[src/rtl/contador_mod_updown_pkg.sv]
// Shared encodings and parameter-legality helper for the modulo up/down
// counter family.
package contador_mod_updown_pkg;

  localparam logic MODE_WRAP    = 1'b0;
  localparam logic MODE_ONESHOT = 1'b1;

  localparam logic DIR_DOWN = 1'b0;
  localparam logic DIR_UP   = 1'b1;

  function automatic bit params_ok(
    input int w,
    input int m,
    input int r
  );
    if (w < 1 || w > 30) return 1'b0;
    if (m < 2 || m > (1 << w)) return 1'b0;
    if (r < 0 || r >= m) return 1'b0;
    return 1'b1;
  endfunction

endpackage

[src/rtl/contador_tc.sv]
// Terminal-count detector: last value when counting up, zero when
// counting down.
module contador_tc
  import contador_mod_updown_pkg::*;
#(
  parameter int WIDTH  = 7,
  parameter int MODULO = 100
) (
  input  logic [WIDTH-1:0] q,
  input  logic             up,
  output logic             tc
);

  localparam logic [WIDTH:0] LAST = (WIDTH+1)'(MODULO - 1);

  logic [WIDTH:0] qx;

  assign qx = {1'b0, q};
  assign tc = (up == DIR_UP) ? (qx == LAST) : (qx == '0);

endmodule

[src/rtl/contador_mod_updown.sv]
// Parametrised modulo-N up/down counter with load, preset, one-shot
// mode and a carry output for cascading.
module contador_mod_updown
  import contador_mod_updown_pkg::*;
#(
  parameter int WIDTH     = 7,
  parameter int MODULO    = 100,
  parameter int RESET_VAL = 0
) (
  input  logic             clk,
  input  logic             clr,
  input  logic             pr,
  input  logic             ld,
  input  logic [WIDTH-1:0] d,
  input  logic             en,
  input  logic             up,
  input  logic             mode,
  output logic [WIDTH-1:0] q,
  output logic             tc,
  output logic             co,
  output logic             done
);

  if (!params_ok(WIDTH, MODULO, RESET_VAL)) begin : g_param_err
    $error("contador_mod_updown: illegal WIDTH/MODULO/RESET_VAL");
  end

  // One spare bit so MODULO == 2**WIDTH needs no special casing.
  localparam logic [WIDTH:0] LAST  = (WIDTH+1)'(MODULO - 1);
  localparam logic [WIDTH:0] MOD_X = (WIDTH+1)'(MODULO);
  localparam logic [WIDTH:0] ONE_X = (WIDTH+1)'(1);
  localparam logic [WIDTH-1:0] RST = WIDTH'(RESET_VAL);

  logic [WIDTH-1:0] q_q, q_d;
  logic             done_q, done_d;

  logic [WIDTH:0] qx, dx;
  logic [WIDTH:0] load_x, step_x, wrap_x, q_nx;

  contador_tc #(
    .WIDTH  (WIDTH),
    .MODULO (MODULO)
  ) u_tc (
    .q  (q_q),
    .up (up),
    .tc (tc)
  );

  assign qx     = {1'b0, q_q};
  assign dx     = {1'b0, d};
  assign load_x = (dx >= MOD_X) ? LAST : dx;
  assign step_x = (up == DIR_UP) ? qx + ONE_X : qx - ONE_X;
  assign wrap_x = (up == DIR_UP) ? '0 : LAST;

  always_comb begin
    q_nx   = qx;
    done_d = done_q;
    priority case (1'b1)
      pr: begin
        q_nx   = LAST;
        done_d = 1'b0;
      end
      ld: begin
        q_nx   = load_x;
        done_d = 1'b0;
      end
      (en && !done_q): begin
        if (!tc) begin
          q_nx = step_x;
        end else if (mode == MODE_WRAP) begin
          q_nx = wrap_x;
        end else begin
          done_d = 1'b1;
        end
      end
      default: begin
      end
    endcase
  end

  assign q_d = WIDTH'(q_nx);

  always_ff @(posedge clk or negedge clr) begin
    if (!clr) begin
      q_q    <= RST;
      done_q <= 1'b0;
    end else begin
      q_q    <= q_d;
      done_q <= done_d;
    end
  end

  assign q    = q_q;
  assign done = done_q;
  assign co   = tc & en & ~done_q;

endmodule

[config.mk]
export PLATFORM = sky130hd
export DESIGN_NAME = contador_mod_updown
export DESIGN_NICKNAME = d
export VERILOG_FILES = /design/src/rtl/contador_mod_updown_pkg.sv /design/src/rtl/contador_tc.sv /design/src/rtl/contador_mod_updown.sv
export SDC_FILE = /design/constraint.sdc
export NUM_CORES = 1
export LEC_CHECK = 0
export ABC_AREA = 1
export BUFFER_PORTS_ARGS = -buffer_cell sky130_fd_sc_hd__buf_2
export CELL_PAD_IN_SITES_DETAIL_PLACEMENT = 1
export CELL_PAD_IN_SITES_GLOBAL_PLACEMENT = 2
export CORE_UTILIZATION = 27
export DETAILED_ROUTE_END_ITERATION = 8
export PLACE_DENSITY = 0.77
export SYNTH_ARGS = -nofsm -noshare
export SYNTH_HDL_FRONTEND = slang
export SYNTH_HIERARCHICAL = 1
export SYNTH_SLANG_ARGS = --single-unit
[constraint.sdc]
create_clock -name clk -period 3 [get_ports clk]
set_input_delay 0.15 -clock clk [delete_from_list [all_inputs] [get_ports clk]]
set_output_delay 0.15 -clock clk [all_outputs]
set_load 0.02 [all_outputs]
**Word level (Yosys, flattened, before mapping)**

Cells that the tools add are included.

- Bits in registers: 8
- Bits of input ports: 14
- Logic and storage cells: 32

- Add/sub/neg operators: 2
- Order comparisons: 1
- Eq/ne operators: 2
- Multiplexer cells: 14
- Bitwise logic cells: 3
- Reduce and logical (&&, ||, !) cells: 8

Operators with widths:

| cell | count |
|---|---|
| 7-bit 2-to-1 mux | 8 |
| 3-bit nonzero test | 3 |
| 8-bit zero test | 1 |
| 7-bit by 1-bit adder with 7-bit output, second input constant | 1 |
| 7-bit == test, second input constant | 1 |
| 7-bit greater-or-equal comparator, second input constant | 1 |
| 7-bit by 1-bit subtractor with 7-bit output, second input constant | 1 |
| 1-bit 2-to-1 mux | 6 |
| 4-bit inequality test, second input constant | 1 |
| 3-bit AND reduction | 1 |
| 1-bit bitwise AND | 2 |
| 2-bit AND reduction | 1 |
| 1-bit logical AND | 1 |
| 1-bit zero test | 1 |
| 1-bit NOT | 1 |

**Logic depth before layout (Yosys ltp)**

- Depth in word-level cells: 6
- Depth in mapped cells: 11
- Depth with buffers taken out: 11

**Cells and area by module**

Netlist, hierarchy kept.

Modules (own cells, without submodules):

| module | times used | cells an instance | area each (um2) | sequential area each (um2) |
|---|---|---|---|---|
| contador_mod_updown | 1 | 114 | 747.0 | 200.2 |
| contador_tc | 1 | 20 | 77.6 | 0.0 |

**Worst setup path after synthesis**

Ideal clock, no wire load.

- Path kind: reg-to-output
- Start: register q_q[0], in the netlist q[0]
- End: output port co
- Arrival: 1.707 ns
- Slack: 1.143 ns
- Cell stages (with the launch flop): 7
- Path buffers: 0
- Cells stage by stage: dfrtp_1 nand2_1 nor2_1 nand3_1 nand2_1 inv_1 nor3_1

- Cells in the longest elaborated chain, start to end: 4
- Elaborated cells between the ends (all ways): 5

RTL lines:

| element | line | RTL |
|---|---|---|
| start: declaration | contador_mod_updown.sv:34 | `logic [WIDTH-1:0] q_q, q_d;` |
| start signal: assignment | contador_mod_updown.sv:88 | `q_q <= q_d;` |
| 7-bit == test or 8-bit zero test (tied branches) | contador_tc.sv:19 | `assign tc = (up == DIR_UP) ? (qx == LAST) : (qx == '0);` |
| 1-bit 2-to-1 mux * | contador_tc.sv:19 |  |
| via tc | contador_mod_updown.sv:19 | `output logic tc,` |
| 1-bit bitwise AND * (2 in series) | contador_mod_updown.sv:95 | `assign co = tc & en & ~done_q;` |
| end: declaration | contador_mod_updown.sv:20 | `output logic co,` |

Mark *: on every way through the listed nets, which the timed path passes. The rest lies on a longest branch.

**Final worst setup path**

- Start: register q_q[0], in the netlist q[0]
- End: output port co

- Cells in the longest elaborated chain, start to end: 4
- Elaborated cells between the ends (all ways): 5

RTL lines:

| element | line |
|---|---|
| 7-bit == test or 8-bit zero test (tied branches) | contador_tc.sv:19 |
| 1-bit 2-to-1 mux * | contador_tc.sv:19 |
| 1-bit bitwise AND * (2 in series) | contador_mod_updown.sv:95 |

Mark *: on every way between the ends. The rest lies on a longest branch, timed or not.

==> impl_metrics.py <==
metrics = {
    "status": {
        "outcome": "finished, violations left",
        "violations": "design-rule violations",
    },
    "synthesis": {
        "synthDistinctLibCells": 23,
        "avgSynthCellArea_um2": 6.15,
        "post-synth-top-area-fraction_pct": 24.3,
        "synth_top_family_by_area": "simple AND/OR/NAND/NOR gates",
        "synth_top_cell_by_area": "dfrtp_1",
        "yosysWarnings": 6,
        "ys_top_cells_by_count": "48 x nand2_1, 21 x inv_1, 13 x nor2_1",
        "async_flop_share_pct": 100,
        "synthFlopType": "dfrtp_1",
        "synth-compound-area-share_pct": 11.8,
        "synth_cells": 134,
        "synth_nets": 154,
        "yosys-top-cells-area": "dfrtp_1 24%, nand2_1 22%, inv_1 9.6%",
        "ys_ff_latch": 8,
        "synth_edf_count": 0,
        "muxShareOfSynthArea_pct": 0,
        "synth_adder_area_share_pct": 10.0,
        "yosysMostFrequentCell": "nand2_1",
        "yosys.area_share.simple_pct": 41.0,
        "syn_area_um2": 825,
        "synth-seq-area-share_pct": 24.3,
        "synth-xor-area-share_pct": 1.06,
    },
    "route": {
        "wl_um": 2400,
        "wl_met1_um": 1070,
        "drtIter0Drc": 9,
        "dr_wl_met2_um": 1230,
        "vias": 913,
        "postRouteAntennaNets": 0,
        "drc_errors": 2,
        "viasPerCell": 4.78,
        "wl_met3_um": 83,
        "top_layer": "met4",
        "detail_route.wl_per_cell_um": 12.6,
        "firstDrtPassIters": 5,
    },
    "floorplan": {
        "placementRows": 19,
        "dieHeight_um": 57.3,
        "die_area_um2": 3280,
        "die_w_um": 57.3,
        "initial_core_util_pct": 29.1,
        "io_pins": 24,
        "core_area_um2": 2830,
    },
    "sta": {
        "min_period_ps": 1920,
        "maxSlewViolCount": 0,
        "clock.fmax_mhz": 521,
        "setup_viol": 0,
        "rsz0062_at_grt": "no",
        "setup_ws_ps": 1080,
        "hold_violations": 0,
        "tightest_slew_ps": 344,
        "fin_crit_sh_pct": 64.0,
        "hold_slack_ps": 166,
        "skew_ps": 1.69,
        "setup_tns_ps": 0,
        "max-slew-margin-rel_pct": 77.0,
    },
    "critical_path": {
        "critPathMaxStageDelay_ps": 460,
        "path_cells": "inv_1, nand2_1, nor2_1, nand3_1, nand2_1, inv_1, nor3_1, buf_2",
        "start_kind": "flip-flop",
        "critPathCaptureType": "output pin",
        "crit_path_max_fanout": 7,
        "required_ps": 2850,
        "cp.arrival_ps": 1770,
        "slowest_stage": "dfrtp_1",
        "critPathKind": "flip-flop to output pin",
    },
    "placement": {
        "dp_hpwl_um": 2000,
        "placedCellCount": 187,
        "place_ws_ps": 1200,
        "gp_congestion": 0.740,
        "post_dp_cell_area_um2": 967,
        "numPortBuffers": 23,
    },
    "cts": {
        "clock-sinks": 8,
        "clock_latency_ps": 260,
        "cts.htree.levels": 1,
        "cts_tree": "yes",
        "cts_buffer_depth": 2,
        "hold_buffers": 1,
        "clkTransAtPathRegs_ps": 60,
        "cts-root-buf": "clkbuf_4",
        "ctsResizeCount": 0,
        "cts_inserted_buffers": 3,
        "cts_setup_buffers": 0,
    },
    "finish": {
        "fin_nets": 182,
        "fin_area_um2": 1000,
        "instances_no_fill": 191,
        "fin_util_pct": 35.3,
        "syn_to_final_growth_pct": 21.2,
        "num_antenna_cells": 0,
        "drive_gt1_share_pct": 21.9,
        "num-fill-cells": 387,
    },
    "power_and_ir_drop": {
        "powerDensity_nw_per_um2": 435,
        "finalPower_uw": 435,
        "vdd_drop_max_mv": 0.134,
        "p_leak_nw": 0.597,
    },
    "global_routing": {
        "grt_max_degree": 13,
        "grt_pass1_wl_um": 4150,
        "grt.total_usage_pct": 16.7,
        "overflow": 0,
        "grt_pass1_vias": 914,
        "antenna_found_initial": 0,
    },
    "hold_path": {
        "hp-class": "input pin to flip-flop",
    },
    "flow_run": {
        "max_cap_violations": 0,
    },
}
==> flip-flops by register name, indices dropped and copies added (netlist names) <==
signal,flops
done,1
q,7
==> power by group <==
group,internal (mW),switching (mW)
Clock,0.0462,0.0426
Sequential,0.121,0.0217
Combinational,0.0764,0.127
Total,0.244,0.192
==> worst max-delay path: cells and delay by family, from the launching register on <==
family	cells	cell delay, ps
buffers and inverters	3	460
flip-flops	1	460
AND/OR/NAND/NOR	5	590
==> cells in the final DEF (no fill, tap or decap) <==
cell type and instances:
nor3_1 3, o21a_1 1, fa_1 1, or2_2 1, inv_2 2, a21oi_1 5
o21ai_2 2, o21ai_0 2, dlygate4sd3_1 1, nand2_2 1, nand2_1 48, nor2_1 13
nand3_1 12, ha_1 5, inv_1 21, o21ai_1 1, buf_2 23, nand3b_1 2
dfrtp_1 8, o31ai_1 1, nor2_2 1, clkbuf_4 3, xor2_1 1, a21oi_2 1
a21oi_4 1
==> cell families (layout without fill, tap and decap cells) <==
| family | Yosys count | after routing |
|---|---|---|
| AO/OA/AOI/OAI | 14 | 14 |
| AND/OR/NAND/NOR | 81 | 81 |
| flip-flops | 8 | 8 |
| adder cells (fa/ha/maj) | 6 | 6 |
| XOR/XNOR | 1 | 1 |
| buffers and inverters | 24 | 50 |
==> final timing paths <==
path / from / endpoint / slack [ps] / cells past startpoint
setup / recovery: q[0]$_DFFE_PN0P_ / co / 1080 / 8
hold / removal: ld / done$_DFFE_PN0P_ / 170 / 3
setup reg to reg: q[0]$_DFFE_PN0P_ / q[4]$_DFFE_PN0P_ / 1210 / 10
hold reg to reg: done$_DFFE_PN0P_ / done$_DFFE_PN0P_ / 550 / 1
max in group asynchronous: clr / q[4]$_DFFE_PN0P_ / 2530 / 2
min in group asynchronous: clr / q[1]$_DFFE_PN0P_ / 280 / 2
==> per-layer routing <==
metal,vias up,global-route usage (%)
li1,472,-
met1,420,20.4
met2,17,29.4
met3,4,4.08
met4,0,4.18
met5,-,0
==> final cells by class <==
class / count / area, um^2 / share of cell area, %
Multi-Input combinational cell: 102 / 527 / 52.7
Sequential cell: 8 / 200 / 20.0
Timing Repair Buffer: 24 / 125 / 12.5
Inverter: 23 / 86.3 / 8.64
Tap cell: 31 / 38.8 / 3.88
Clock buffer: 3 / 22.5 / 2.25
Note: power is estimated with default switching activity, not from simulation.
